<file path="src/rtl/vcve2_vlsu_sequencer.sv">
// Turns one strided vector word load/store into a stream of single-word
// OBI-style data-memory transactions, with VRF indexing and error abort.
module vcve2_vlsu_sequencer #(
  parameter int unsigned VlWidth        = 5,
  parameter int unsigned MaxOutstanding = 2
) (
  input  logic               clk_i,
  input  logic               rst_i,
  input  logic               start_i,
  input  logic               we_i,
  input  logic [31:0]        base_addr_i,
  input  logic [31:0]        stride_i,
  input  logic [VlWidth-1:0] vl_i,
  output logic               busy_o,
  output logic               done_o,
  output logic               err_o,
  output logic               data_req_o,
  input  logic               data_gnt_i,
  input  logic               data_rvalid_i,
  output logic               data_we_o,
  output logic [3:0]         data_be_o,
  output logic [31:0]        data_addr_o,
  output logic [31:0]        data_wdata_o,
  input  logic [31:0]        data_rdata_i,
  input  logic               data_err_i,
  output logic [VlWidth-1:0] vrf_rd_idx_o,
  input  logic [31:0]        vrf_rd_data_i,
  output logic               vrf_wr_en_o,
  output logic [VlWidth-1:0] vrf_wr_idx_o,
  output logic [31:0]        vrf_wr_data_o
);

  localparam int unsigned OutW = $clog2(MaxOutstanding + 1);

  typedef enum logic [1:0] {
    S_IDLE,
    S_ISSUE,
    S_DRAIN,
    S_DONE
  } state_t;

  state_t             r_state;
  state_t             w_state_next;
  logic               r_we;
  logic [31:0]        r_addr;
  logic [31:0]        r_stride;
  logic [VlWidth-1:0] r_vl;
  logic [VlWidth-1:0] r_issued;
  logic [VlWidth-1:0] r_resp;
  logic [OutW-1:0]    r_outstanding;
  logic               r_err;
  logic               r_hold;

  logic               w_busy;
  logic               w_start;
  logic               w_err_now;
  logic               w_can_issue;
  logic               w_req;
  logic               w_fire;
  logic               w_resp;
  logic [VlWidth-1:0] w_issued_next;
  logic [OutW-1:0]    w_out_next;

  assign w_busy        = (r_state != S_IDLE);
  assign w_start       = (r_state == S_IDLE) && start_i;
  assign w_resp        = w_busy && data_rvalid_i;
  assign w_err_now     = w_resp && data_err_i;
  // A freshly raised request must respect the limit and any error, but a
  // request already on the bus is held until granted (r_hold).
  assign w_can_issue   = (r_issued < r_vl) && (r_outstanding < OutW'(MaxOutstanding)) &&
                         !r_err && !w_err_now;
  assign w_req         = (r_state == S_ISSUE) && (r_hold || w_can_issue);
  assign w_fire        = w_req && data_gnt_i;
  assign w_issued_next = w_fire ? r_issued + VlWidth'(1) : r_issued;

  always_comb begin
    w_out_next = r_outstanding;
    if (w_fire && !w_resp) begin
      w_out_next = r_outstanding + OutW'(1);
    end else if (w_resp && !w_fire) begin
      w_out_next = r_outstanding - OutW'(1);
    end
  end

  always_ff @(posedge clk_i) begin
    if (rst_i) begin
      r_state <= S_IDLE;
    end else begin
      r_state <= w_state_next;
    end
  end

  always_comb begin
    w_state_next  = r_state;
    busy_o        = w_busy;
    done_o        = 1'b0;
    data_req_o    = w_req;
    vrf_wr_en_o   = w_resp && !r_we && !data_err_i && !r_err;
    case (r_state)
      S_IDLE: begin
        if (start_i) begin
          w_state_next = (vl_i == '0) ? S_DONE : S_ISSUE;
        end
      end
      S_ISSUE: begin
        if ((w_issued_next == r_vl) ||
            ((r_err || w_err_now) && !(w_req && !data_gnt_i))) begin
          w_state_next = S_DRAIN;
        end
      end
      S_DRAIN: begin
        if (w_out_next == '0) begin
          w_state_next = S_DONE;
        end
      end
      S_DONE: begin
        done_o       = 1'b1;
        w_state_next = S_IDLE;
      end
      default: begin
        w_state_next = S_IDLE;
      end
    endcase
  end

  always_ff @(posedge clk_i) begin
    if (rst_i) begin
      r_we          <= 1'b0;
      r_addr        <= '0;
      r_stride      <= '0;
      r_vl          <= '0;
      r_issued      <= '0;
      r_resp        <= '0;
      r_outstanding <= '0;
      r_err         <= 1'b0;
      r_hold        <= 1'b0;
    end else if (w_start) begin
      r_we          <= we_i;
      r_addr        <= base_addr_i;
      r_stride      <= stride_i;
      r_vl          <= vl_i;
      r_issued      <= '0;
      r_resp        <= '0;
      r_outstanding <= '0;
      r_err         <= 1'b0;
      r_hold        <= 1'b0;
    end else if (w_busy) begin
      if (w_fire) begin
        r_addr <= r_addr + r_stride;
      end
      if (w_resp) begin
        r_resp <= r_resp + VlWidth'(1);
      end
      if (w_err_now) begin
        r_err <= 1'b1;
      end
      r_issued      <= w_issued_next;
      r_outstanding <= w_out_next;
      r_hold        <= w_req && !data_gnt_i;
    end
  end

  assign err_o         = r_err;
  assign data_we_o     = r_we;
  assign data_be_o     = 4'hF;
  assign data_addr_o   = r_addr;
  assign data_wdata_o  = vrf_rd_data_i;
  assign vrf_rd_idx_o  = r_issued;
  assign vrf_wr_idx_o  = r_resp;
  assign vrf_wr_data_o = data_rdata_i;

endmodule

</file>
<file path="config.mk">
export PLATFORM = sky130hd
export DESIGN_NAME = vcve2_vlsu_sequencer
export DESIGN_NICKNAME = d
export VERILOG_FILES = /design/src/rtl/vcve2_vlsu_sequencer.sv
export SDC_FILE = /design/constraint.sdc
export NUM_CORES = 1
export LEC_CHECK = 0
export CORE_MARGIN = 2
export CORE_UTILIZATION = 47
export DETAILED_ROUTE_END_ITERATION = 6
export PLACE_DENSITY = 0.95
export RECOVER_POWER = 25
export SLEW_MARGIN = 20
export SYNTH_ARGS = -nofsm -noshare
export SYNTH_HDL_FRONTEND = slang
export SYNTH_SLANG_ARGS = --single-unit
</file>
<file path="constraint.sdc">
create_clock -name clk_i -period 4.6 [get_ports clk_i]
set_clock_uncertainty 0.1 [all_clocks]
set_input_delay 0.46 -clock clk_i [delete_from_list [all_inputs] [get_ports clk_i]]
set_output_delay 0.46 -clock clk_i [all_outputs]
set_load 0.01 [all_outputs]
</file>
**After elaboration in Yosys (flattened, before gate mapping)**

Index checks and enable logic that the tools add are counted.
Widths: inputs -> output; s select.

- Flip-flop bits (word level): 86
- Output and inout port bits: 116
- Logic and storage cells: 73

- Add/subtract/negate cells: 5
- Magnitude comparators: 2
- Equal/unequal tests: 7
- Muxes and demuxes: 12
- Reduce and logical (&&, ||, !) cells: 37

Operators with widths:

| kind | count |
|---|---|
| $mux 32 | 3 |
| $add 32x32->32 | 1 |
| $logic_and 1x1->1 | 15 |
| $mux 2 | 6 |
| $add 5x1->5 const B | 2 |
| $logic_not 1->1 | 8 |
| $pmux 2 s4 | 1 |
| $reduce_and 2->1 | 3 |
| $reduce_bool 2->1 | 3 |
| $eq 5x5->1 | 1 |
| $logic_not 5->1 | 1 |
| $lt 5x5->1 | 1 |
| $mux 5 | 1 |
| $eq 2x2->1 const B | 2 |
| $logic_not 2->1 | 2 |
| $ne 2x2->1 const B | 2 |
| $logic_or 1x1->1 | 3 |
| $reduce_and 3->1 | 1 |
| $add 2x1->2 const B | 1 |
| $eq 2x1->1 const B | 1 |
| $lt 2x2->1 const B | 1 |
| $ne 2x1->1 const B | 1 |
| $reduce_or 2->1 | 1 |
| $sub 2x1->2 const B | 1 |
| $mux 1 | 1 |

**Depth between registers and ports, before layout**

- Depth in word-level cells: 15
- Gate-level depth with buffers: 14

**Worst setup path after synthesis**

OpenSTA, ideal clock, no wires.

- Kind: register -> register
- Start point: register r_addr[12] (netlist: data_addr_o[12])
- End point: register r_addr[31] (netlist: data_addr_o[31])
- Setup time: 0.123 ns
- Arrival: 2.579 ns
- Required time: 4.377 ns
- Slack: 1.798 ns
- Cell stages (with the launch flop): 13
- Path buffers: 1
- Clock period less this slack: 2.802 ns
- Path through: dfxtp_1 ha_1 buf_6 a21oi_2 o21ai_0 a2111oi_2 nand3_2 nand2_4 o21ai_4 o221a_4 o41ai_2 o21ai_1 mux2_1

- Word-level cells in the longest chain between the ends: 4

RTL lines:

| item | RTL line | RTL |
|---|---|---|
| start, declared | 45 | `logic [31:0] r_addr;` |
| start signal, assigned | 139 | `r_addr <= base_addr_i;` |
| start signal, assigned | 149 | `r_addr <= r_addr + r_stride;` |
| $add 32x32->32 | 149 |  |
| $mux 32 | 148 | `if (w_fire) begin` |
| $mux 32 | 147 | `end else if (w_busy) begin` |
| $mux 32 | 137 | `end else if (w_start) begin` |

No other way between the ends. The select of a mux whose other input is x is not followed.
A chain may end at the register's enable or synchronous reset.

**Worst setup path in the final report**

- Start point: register r_state[0]
- End point: register r_addr[31] (netlist: data_addr_o[31])

- Word-level cells in the longest chain between the ends: 10
- Elaborated cells on any way between the ends: 15
- Those cells by class: 1 x eq/ne; 1 x mux; 13 x reduce/logical

RTL lines:

| item | RTL line | RTL |
|---|---|---|
| start, declared | 42 | `state_t r_state;` |
| start signal, assigned | 89 | `r_state <= w_state_next;` |
| $reduce_bool 2->1 | 64 | `assign w_busy = (r_state != S_IDLE);` |
| $logic_and 1x1->1 | 66 | `assign w_resp = w_busy && data_rvalid_i;` |
| $logic_and 1x1->1 | 67 | `assign w_err_now = w_resp && data_err_i;` |
| $logic_not 1->1 | 71 | `!r_err && !w_err_now;` |
| $logic_and 1x1->1 | 71 |  |
| $logic_or 1x1->1 | 72 | `assign w_req = (r_state == S_ISSUE) && (r_hold \|\| w_can_issue);` |
| $logic_and 1x1->1 | 72 |  |
| $logic_and 1x1->1 | 73 | `assign w_fire = w_req && data_gnt_i;` |
| $reduce_bool 2->1 (no line) | - |  |
| $reduce_and 2->1 (no line) | - |  |

Parallel ways exist; a longest one is shown, timed or not.

==> flow_summary.yaml <==
synth:
  synth_cell_types: 72
  ys_top_cells_by_count: "nand2_1, dfxtp_1, a21oi_1, buf_4, nor2_1"
  ys_ff_latch: 86
  ys_warn_count: 0
  yosysSeqAreaShare_pct: 28.97
  synthMuxAreaShare_pct: 0.6947
  ys_top_cells_by_area: "dfxtp_1, buf_4, ha_1"
  yosysMostFrequentCell: "nand2_1"
  synth_edf_count: 0
  synth_xor_area_share_pct: 5.600
  synth-adder-area-share_pct: 8.968
  syn_avg_cell_area_sq_um: 7.789
  synth_top_cell_by_area: "dfxtp_1"
  synth_top_area_share_pct: 28.97
  synth-simple-area-share_pct: 20.95
  synth_compound_area_share_pct: 22.00
  postSynthCellCount: 763
  synthFlopType: "dfxtp_1"
  synth_top_family_by_area: "compound AO/OA/AOI/OAI gates"
  netlist_area_sq_um: 5943
  async_flop_share_pct: 0
clock_network:
  clock_sinks: 86
  ctsHoldBuffers: 0
  cts_setup_buffers: 0
  htree_levels: 3
  cts_root_buf: "clkbuf_16"
  clk_pin_slew_worst_paths_ns: 0.06
  numCtsBuffers: 9
  cts_resized: 0
  clock_path_buffers: 2
  cts_tree: "yes"
  clkLatencyLatePin_ns: 0.35
worst_setup_path:
  critPathRequiredTime_ns: 4.73
  reg2reg_slack_ns: 1.25
  worstSetupEndpointType: "flip-flop"
  cp.arrival_ns: 3.49
  critPathKind: "flip-flop to flip-flop"
  startpoint_type: "flip-flop"
  worst-r2r-cell-count: 13
  cp_max_fo: 38
pwr:
  power_leakage_nw: 2.803
  vdd_drop_max_uv: 308.4
  power_density_nw_per_um2: 469.8
grt:
  grt-ovfl-total: 0
  grt_pass1_vias: 5096
  antenna_found_initial: 0
  grt_pass1_wl_microns: 23490
  grt_start_max_net_pins: 53
  track_usage_pct: 21.45
sta:
  worst_slew_pin_slew_ns: 1.051
  min_period_ns: 3.354
  slew_headroom_pct: 29.96
  final-hold-violation-count: 0
  fin_ws_ns: 1.246
  period_share_pct: 72.92
  fin_setup_tns_ns: 0
  setup_violations: 0
  max_freq_mhz: 298.1
  slew_violations: 0
  rsz0062_at_grt: "false"
hold_path:
  whs_path_depth: 2
  hp-class: "flip-flop to flip-flop"
finish:
  diodes: 0
  layout.nets: 981
  drive_gt1_share_pct: 6.343
  fin_cells: 976
  area_growth_pct: 18.95
status:
  outcome: "finished clean"
route:
  dr.pass1.iters: 6
  vias: 5380
  first_iter_violations: 398
  drt-total-wl_microns: 14450
  viasPerCell: 5.512
  drc: 0
  antenna_left: 0
  wl_per_cell_microns: 14.80
floorplanning:
  start_util_pct: 47.68
  coreArea_sq_um: 12470
  dieArea_sq_um: 13560
  num_rows: 41
  die_x_microns: 116.5
  die_h_microns: 116.5
  num_io_pins: 256
place:
  detailed_place_hpwl_microns: 10080
  portBuffers: 123
  dp_cells: 960
  place_congestion: 0.9001
  dpl_worst_slack_ns: 1.115
run:
  drv_cap: 0
cells by family (layout without fill, tap and decap cells):
group,after synthesis,in the layout
buffers and inverters,121,159
DFF,86,86
and+or+nand+nor,276,276
other,1,4
adders and majority gates,42,42
xor gates and xnor gates,38,38
AOI/OAI and AO/OA,195,195
muxes,4,4
area by class of cell:
cell class                 instances  area [sq um]
tap                              172         215.2
timing repair buffer             128          1264
multi-input combinational        559          3478
clock buffer                      11         252.7
clock inverter                     5         81.33
inverter                          15         56.30
fill                            1106          5396
sequential                        86          1722
cells in the final DEF, fill, tap and decap left out, types with 17 or more instances in the layout:
| cell type | instances |
|---|---|
| a21oi_1 | 75 |
| clkdlybuf4s50_1 | 122 |
| dfxtp_1 | 86 |
| ha_1 | 41 |
| nand2_1 | 134 |
| nor2_1 | 66 |
| nor3_1 | 18 |
| o21ai_0 | 17 |
| xnor2_1 | 24 |
layer usage:
metal | part of all wire (%) | global-route usage, % | up-vias
li1 | - | - | 2654
met1 | 43 | 26.12 | 2537
met2 | 49 | 36.94 | 164
met3 | 6.1 | 6.020 | 25
met4 | 1.6 | 6.349 | 0
met5 | 0 | 0 | -
state kept, by name (all words and copies together) (netlist names):
name	count
data_addr_o	32
r_outstanding	2
r_state	2
r_vl	5
vrf_rd_idx_o	5
err_o	1
r_hold	1
r_stride	32
vrf_wr_idx_o	5
data_we_o	1
final timing paths:
path / startpoint / end
setup / recovery: r_state[0] / data_addr_o[31]
setup reg to reg: r_state[0] / data_addr_o[31]
hold / removal: r_stride[5] / r_stride[5]
hold reg to reg: r_stride[5] / r_stride[5]
per-stage QoR:
stage	instance area (sq um)	util [%]	total power [mW]	hold slack (ns)
4_1_cts	7069	56.71	3.325	0.3617
6_report	7069	56.71	3.321	0.3646
3_5_place_dp	6735	54.03	2.494	0.3531
3_3_place_gp	6735	54.03	2.451	0.3464
5_1_grt	7069	56.71	3.535	0.3828
2_1_floorplan	5954	-	2.084	0.3400
worst max-delay path: stages (launching register included):
cell and delay, ns:
dfxtp_1 0.38, inv_1 0.08, ha_1 0.35, nor2b_1 0.16, buf_4 0.19, a21oi_1 0.12, o211a_1 0.16, o21bai_2 0.43
nand2b_1 0.17, buf_4 0.40, nor2_1 0.12, xnor2_1 0.15, a21oi_1 0.08, mux2_1 0.32
power breakdown:
part / internal (mW) / switching [mW] / leakage (nW)
Combinational: 0.659 / 0.790 / 1.94
Sequential: 0.909 / 0.147 / 0.706
Clock: 0.505 / 0.312 / 0.162
Total: 2.07 / 1.25 / 2.80
No activity file was read; power rests on OpenSTA's default activity.
